File: src/rtl/fifo_wr_arbiter_pkg.sv
// rtl/fifo_wr_arbiter_pkg.sv - shared constants and state encoding for the FIFO write arbiter
package fifo_wr_arbiter_pkg;

  localparam int DATA_W            = 8;
  localparam int BEAT_W            = 4;
  localparam int MAX_BURST_DEFAULT = 4;

  typedef enum logic [1:0] {
    IDLE = 2'd0,
    OWN0 = 2'd1,
    OWN1 = 2'd2
  } arb_state_e;

endpackage

File: src/rtl/fifo_wr_arbiter_if.sv
// rtl/fifo_wr_arbiter_if.sv - requester, FIFO write and status signals of the write arbiter
interface fifo_wr_arbiter_if #(
  parameter int CNT_W = 16
);
  import fifo_wr_arbiter_pkg::*;

  logic              req0;
  logic [DATA_W-1:0] data0;
  logic              gnt0;
  logic              req1;
  logic [DATA_W-1:0] data1;
  logic              gnt1;
  logic              fifo_full;
  logic              fifo_wr_en;
  logic [DATA_W-1:0] fifo_wr_data;
  logic [CNT_W-1:0]  cnt0;
  logic [CNT_W-1:0]  cnt1;
  logic              last_gnt;

  // Arbiter side.
  modport slave (
    input  req0, data0, req1, data1, fifo_full,
    output gnt0, gnt1, fifo_wr_en, fifo_wr_data, cnt0, cnt1, last_gnt
  );

  // Requesters, FIFO and observers.
  modport master (
    output req0, data0, req1, data1, fifo_full,
    input  gnt0, gnt1, fifo_wr_en, fifo_wr_data, cnt0, cnt1, last_gnt
  );

endinterface

File: src/rtl/fifo_wr_arbiter.sv
// rtl/fifo_wr_arbiter.sv - round-robin burst arbiter sharing one FIFO write port between two requesters
module fifo_wr_arbiter
  import fifo_wr_arbiter_pkg::*;
#(
  parameter int MAX_BURST = MAX_BURST_DEFAULT,
  parameter int CNT_W     = 16
) (
  input  logic             clk,
  input  logic             rst,
  fifo_wr_arbiter_if.slave bus
);

  // Beat counter value of the final beat of a burst.
  localparam logic [BEAT_W-1:0] BURST_LAST = BEAT_W'(MAX_BURST - 1);

  arb_state_e        state_q, state_d;
  logic [BEAT_W-1:0] beat_q,  beat_d;
  logic              last_q,  last_d;
  logic [CNT_W-1:0]  cnt0_q,  cnt0_d;
  logic [CNT_W-1:0]  cnt1_q,  cnt1_d;

  logic              acc0;
  logic              acc1;

  // Reset cycle accepts nothing so an aborted burst never leaks a beat.
  assign acc0 = (state_q == OWN0) & bus.req0 & ~bus.fifo_full & ~rst;
  assign acc1 = (state_q == OWN1) & bus.req1 & ~bus.fifo_full & ~rst;

  // State register plus burst, round-robin and beat-count registers.
  always_ff @(posedge clk) begin
    if (rst) begin
      state_q <= IDLE;
      beat_q  <= '0;
      last_q  <= 1'b1;
      cnt0_q  <= '0;
      cnt1_q  <= '0;
    end else begin
      state_q <= state_d;
      beat_q  <= beat_d;
      last_q  <= last_d;
      cnt0_q  <= cnt0_d;
      cnt1_q  <= cnt1_d;
    end
  end

  // Next-state: grant selection, burst limiting and handover; a full FIFO freezes everything.
  always_comb begin
    state_d = state_q;
    beat_d  = beat_q;
    last_d  = last_q;
    cnt0_d  = cnt0_q + CNT_W'(acc0);
    cnt1_d  = cnt1_q + CNT_W'(acc1);
    case (state_q)
      IDLE: begin
        if (bus.req0 && (!bus.req1 || last_q)) begin
          state_d = OWN0;
          beat_d  = '0;
          last_d  = 1'b0;
        end else if (bus.req1) begin
          state_d = OWN1;
          beat_d  = '0;
          last_d  = 1'b1;
        end
      end
      OWN0: begin
        if (!bus.fifo_full) begin
          if (!bus.req0) begin
            if (bus.req1) begin
              state_d = OWN1;
              beat_d  = '0;
              last_d  = 1'b1;
            end else begin
              state_d = IDLE;
            end
          end else if (beat_q == BURST_LAST) begin
            beat_d = '0;
            if (bus.req1) begin
              state_d = OWN1;
              last_d  = 1'b1;
            end
          end else begin
            beat_d = beat_q + 1'b1;
          end
        end
      end
      OWN1: begin
        if (!bus.fifo_full) begin
          if (!bus.req1) begin
            if (bus.req0) begin
              state_d = OWN0;
              beat_d  = '0;
              last_d  = 1'b0;
            end else begin
              state_d = IDLE;
            end
          end else if (beat_q == BURST_LAST) begin
            beat_d = '0;
            if (bus.req0) begin
              state_d = OWN0;
              last_d  = 1'b0;
            end
          end else begin
            beat_d = beat_q + 1'b1;
          end
        end
      end
      default: begin
        state_d = IDLE;
        beat_d  = '0;
      end
    endcase
  end

  // Outputs: grants from registered state, zero-latency write path muxed from the owner.
  always_comb begin
    bus.gnt0         = (state_q == OWN0);
    bus.gnt1         = (state_q == OWN1);
    bus.fifo_wr_en   = acc0 | acc1;
    bus.fifo_wr_data = '0;
    if (acc0) begin
      bus.fifo_wr_data = bus.data0;
    end else if (acc1) begin
      bus.fifo_wr_data = bus.data1;
    end
    bus.cnt0     = cnt0_q;
    bus.cnt1     = cnt1_q;
    bus.last_gnt = last_q;
  end

endmodule

File: src/flat_wrapper.sv
// flat-port wrapper written by rule: the top's interface ports become plain ports
module fifo_wr_arbiter_flat import fifo_wr_arbiter_pkg::*;
#(
  parameter int MAX_BURST = MAX_BURST_DEFAULT,
  parameter int CNT_W     = 16
)
  (clk, rst, bus_req0, bus_data0, bus_req1, bus_data1, bus_fifo_full, bus_gnt0, bus_gnt1, bus_fifo_wr_en, bus_fifo_wr_data, bus_cnt0, bus_cnt1, bus_last_gnt);
  fifo_wr_arbiter_if #(.CNT_W(CNT_W)) bus_i ();
  input  logic clk;
  input  logic rst;
  input wire logic [$bits(bus_i.req0)-1:0] bus_req0;
  input wire logic [$bits(bus_i.data0)-1:0] bus_data0;
  input wire logic [$bits(bus_i.req1)-1:0] bus_req1;
  input wire logic [$bits(bus_i.data1)-1:0] bus_data1;
  input wire logic [$bits(bus_i.fifo_full)-1:0] bus_fifo_full;
  output wire logic [$bits(bus_i.gnt0)-1:0] bus_gnt0;
  output wire logic [$bits(bus_i.gnt1)-1:0] bus_gnt1;
  output wire logic [$bits(bus_i.fifo_wr_en)-1:0] bus_fifo_wr_en;
  output wire logic [$bits(bus_i.fifo_wr_data)-1:0] bus_fifo_wr_data;
  output wire logic [$bits(bus_i.cnt0)-1:0] bus_cnt0;
  output wire logic [$bits(bus_i.cnt1)-1:0] bus_cnt1;
  output wire logic [$bits(bus_i.last_gnt)-1:0] bus_last_gnt;
  assign bus_i.req0 = bus_req0;
  assign bus_i.data0 = bus_data0;
  assign bus_i.req1 = bus_req1;
  assign bus_i.data1 = bus_data1;
  assign bus_i.fifo_full = bus_fifo_full;
  assign bus_gnt0 = bus_i.gnt0;
  assign bus_gnt1 = bus_i.gnt1;
  assign bus_fifo_wr_en = bus_i.fifo_wr_en;
  assign bus_fifo_wr_data = bus_i.fifo_wr_data;
  assign bus_cnt0 = bus_i.cnt0;
  assign bus_cnt1 = bus_i.cnt1;
  assign bus_last_gnt = bus_i.last_gnt;
  fifo_wr_arbiter #(.MAX_BURST(MAX_BURST), .CNT_W(CNT_W)) u_core (.clk(clk), .rst(rst), .bus(bus_i));
endmodule
File: config.mk
export PLATFORM = sky130hd
export DESIGN_NAME = fifo_wr_arbiter_flat
export DESIGN_NICKNAME = d
export VERILOG_FILES = /design/src/rtl/fifo_wr_arbiter_pkg.sv /design/src/rtl/fifo_wr_arbiter_if.sv /design/src/rtl/fifo_wr_arbiter.sv /design/src/flat_wrapper.sv
export SDC_FILE = /design/constraint.sdc
export NUM_CORES = 1
export LEC_CHECK = 0
export CELL_PAD_IN_SITES_DETAIL_PLACEMENT = 0
export CELL_PAD_IN_SITES_GLOBAL_PLACEMENT = 1
export CORE_UTILIZATION = 37
export CTS_CLUSTER_SIZE = 10
export DETAILED_ROUTE_END_ITERATION = 8
export GPL_ROUTABILITY_DRIVEN = 0
export PLACE_DENSITY = 0.83
export SLEW_MARGIN = 20
export SYNTH_ARGS = -nofsm -noshare
export SYNTH_HDL_FRONTEND = slang
export SYNTH_SLANG_ARGS = --single-unit
File: constraint.sdc
create_clock -name clk -period 7.2 [get_ports clk]
set_clock_uncertainty 0.15 [all_clocks]
set_input_delay 2.16 -clock clk [delete_from_list [all_inputs] [get_ports clk]]
set_output_delay 2.16 -clock clk [all_outputs]
set_load 0.02 [all_outputs]
==> key figures <==
Run status
  • Outcome: completed

Global routing
  • Largest net degree at the start of global routing: 45
  • Vias in the first global route: 1,850
  • GRT overflow: 0
  • Initial antenna violation count: 0
  • First-pass GRT wire length: 8.22 mm
  • GRT Util Overall: 0.166

Worst hold path
  • Min-Delay Path Depth: 2
  • Min-delay worst type: flop to flop
  • Hold Startpoint: u_core.beat_q[1]$_SDFFE_PP0P_
  • Hold path endpoint: u_core.beat_q[1]$_SDFFE_PP0P_

Worst setup path
  • Number of cells on the worst reg-to-reg path: 11
  • Most frequent CP cell: clkdlybuf4s50_1
  • Slowest stage delay, CP: 0.68 ns
  • Crit path buf inv count: 2
  • R2R Setup Slk: 4.29 ns
  • Critical Path RT: 4.89 ns
  • Sequence of cells on the critical path: clkdlybuf4s50_1, nand2_1, nor3_1, nor2b_1, a22o_1, clkdlybuf4s50_1
  • Critical Path AT: 4.46 ns
  • Slowest-stage cell, CP: clkdlybuf4s50_1
  • Reg2reg end: u_core.bus.cnt0[14]$_SDFF_PP0_
  • Crit path launch type: input port
  • Worst r2r src: u_core.state_q[1]$_SDFFE_PP0P_
  • Crit path kind: input port to output pin
  • Critical Path Sink Type: output pin
  • CP top delay family: buffers and inverters
  • Worst-path fanout max: 9

Floorplan
  • DIE AREA: 6100 sq um
  • Placeable core area: 5540 sq um
  • Die Ht: 78.1 um
  • # IOs: 65
  • Std-Cell Rows: 27
  • Die width: 78.1 um
  • Initial cell density of the core: 0.387

Power and ir drop
  • Pleak: 1.05 nW
  • Power per cell area: 199 nW/um^2
  • Total power: 0.587 mW
  • Max VDD drop: 0.122 mV

Drt
  • Via-per-instance ratio: 5.12
  • Vias: 1,940
  • Residual DRC count: 0
  • Antenna Nets Post-Route: 0
  • Drt total wl: 4.69 mm
  • Router iterations before antenna repair: 4
  • Iter 0 DRT Violations: 48
  • Drt wl/cell: 12.4 um

STA
  • Final min period: 6.77 ns
  • Slew headroom: 0.650
  • Period utilization: 0.941
  • RSZ-0062 raised after global routing: false
  • Max Transition Viols Final: 0
  • Worst hold margin: 0.372 ns
  • Final setup violation count: 0
  • Hold Fails Final Rpt: 0
  • F_max: 148 MHz
  • Worst Setup Slack, final: 0.426 ns
  • Worst slew pin tran: 0.524 ns
  • Setup TNS Final: 0 ns

Clock tree
  • Worst skew pair latency: 0.28 ns
  • Clk buf depth: 2
  • Post-CTS Resized: 0
  • Setup bufs post-CTS: 0
  • TritonCTS clock tree: done
  • Cts hold-fix bufs: 0
  • H-tree depth: 2
  • Clk slew on worst S/H paths: 0.07 ns
  • Clock tree root driver cell: clkbuf_8
  • Cts bufs inserted: 5
  • # clock sinks: 39

Run
  • Maxcap violations: 0

Synthesis
  • Post-Synthesis Cells: 242
  • Avg Cell Area, Syn: 8.86 sq um
  • Warnings, synthesis: 0
  • Primary FF master, synth: dfxtp_1
  • Syn_nets: 273
  • Sequential area share after synthesis: 0.364
  • Synth Cell Area: 2140 sq um
  • Share of flip-flops with an asynchronous set or reset: 0
  • Unique masters post-synth: 48
  • Seq cells post-synth: 39
  • Post-synth EDFFs: 0

Finish
  • Most frequent cells in the layout: clkdlybuf4s50_1 (64), dfxtp_1 (39), nor2_1 (29), xnor2_1 (17), nand3_1 (14)
  • Layout cells sized above 1: 0.0684
  • Layout area overhead: 37.2%
  • Fin cells: 379
  • Antenna Cells: 0
  • Final-stage net count: 338
  • Leading cell type in the layout, fill and taps excluded: clkdlybuf4s50_1

Placement
  • Detailed placement HPWL: 3.47 mm
  • Buffers added on ports: 64
  • Worst slack, placed: 0.419 ns
  • DP Cell Count: 372
[flip-flops by register name, indices dropped and copies added (netlist names)]
signal and count:
u_core.bus.last_gnt 1, u_core.beat_q 4, u_core.bus.cnt0 16, u_core.bus.cnt1 16
u_core.state_q 2
[how the worst max path moves through the flow]
stage                       start             endpoint  slack, ns  cells after the start
global placement         bus_req1  bus_fifo_wr_data[0]       0.46                      6
floorplan           bus_fifo_full  bus_fifo_wr_data[0]       1.67                      5
finish                   bus_req1  bus_fifo_wr_data[7]       0.43                      6
CTS                      bus_req1  bus_fifo_wr_data[7]       0.41                      6
detailed placement       bus_req1  bus_fifo_wr_data[7]       0.42                      6
global route             bus_req1  bus_fifo_wr_data[5]       0.21                      6
[cells by family (layout without fill, tap and decap cells)]
family                   after synthesis  count (layout)  synth area share
AND/OR/NAND/NOR                      110             110             0.289
flip-flops                            39              39             0.364
AO/OA/AOI/OAI                         39              39             0.135
XOR/XNOR                              22              22            0.0898
buffers and inverters                 19              84            0.0467
adder cells (fa/ha/maj)               10              10            0.0583
multiplexers                           3               3            0.0169
[metal layers]
metal / track usage / up-vias / part of all wire
met5: 0 / - / 0
met4: 0.0444 / 0 / 0.0079
met3: 0.0512 / 4 / 0.059
met2: 0.275 / 51 / 0.47
met1: 0.209 / 895 / 0.47
li1: - / 990 / -
[Yosys cell counts (4+ instances only)]
cell type,number,area share
a21oi_1,8,0.019
a22o_1,8,0.033
clkbuf_1,4,0.0070
dfxtp_1,39,0.36
ha_1,10,0.058
inv_1,9,0.016
nand2_1,10,0.018
nand2b_1,6,0.018
nand3_1,14,0.033
nand4_1,6,0.018
nor2_1,29,0.051
nor2b_1,10,0.029
nor3_1,10,0.023
nor4_1,6,0.018
o21ai_0,8,0.019
or3_1,5,0.015
xnor2_1,17,0.069
xor2_1,5,0.020
[worst register-to-register path: stages, from the launching register on]
cell and delay, ns:
dfxtp_1 0.35, inv_1 0.09, ha_1 0.40, nand2_1 0.15, nor3_2 0.15, buf_4 0.19, ha_1 0.22, ha_1 0.24
nand4_1 0.19, nor4b_1 0.42, xnor2_1 0.17, nor2_1 0.07
[area by class of cell]
type | count | area [sq um]
clock buffer | 6 | 72.6
clock inverter | 1 | 30.0
fill | 548 | 2600
inverter | 9 | 33.8
multi-input combinational | 184 | 1260
sequential | 39 | 781
tap | 72 | 90.1
timing repair buffer | 68 | 671
[stage by stage]
stage | area, sq um | util
2_1_floorplan | 2140 | -
3_3_place_gp | 2840 | 0.512
3_5_place_dp | 2840 | 0.512
4_1_cts | 2940 | 0.531
5_1_grt | 2940 | 0.531
6_report | 2940 | 0.531
[power breakdown]
group          internal (mW)  switching [mW]
clock network          0.102          0.0701
registers              0.225          0.0117
logic                 0.0880          0.0905
total                  0.414           0.172
Note: power is estimated with default switching activity, not from simulation.
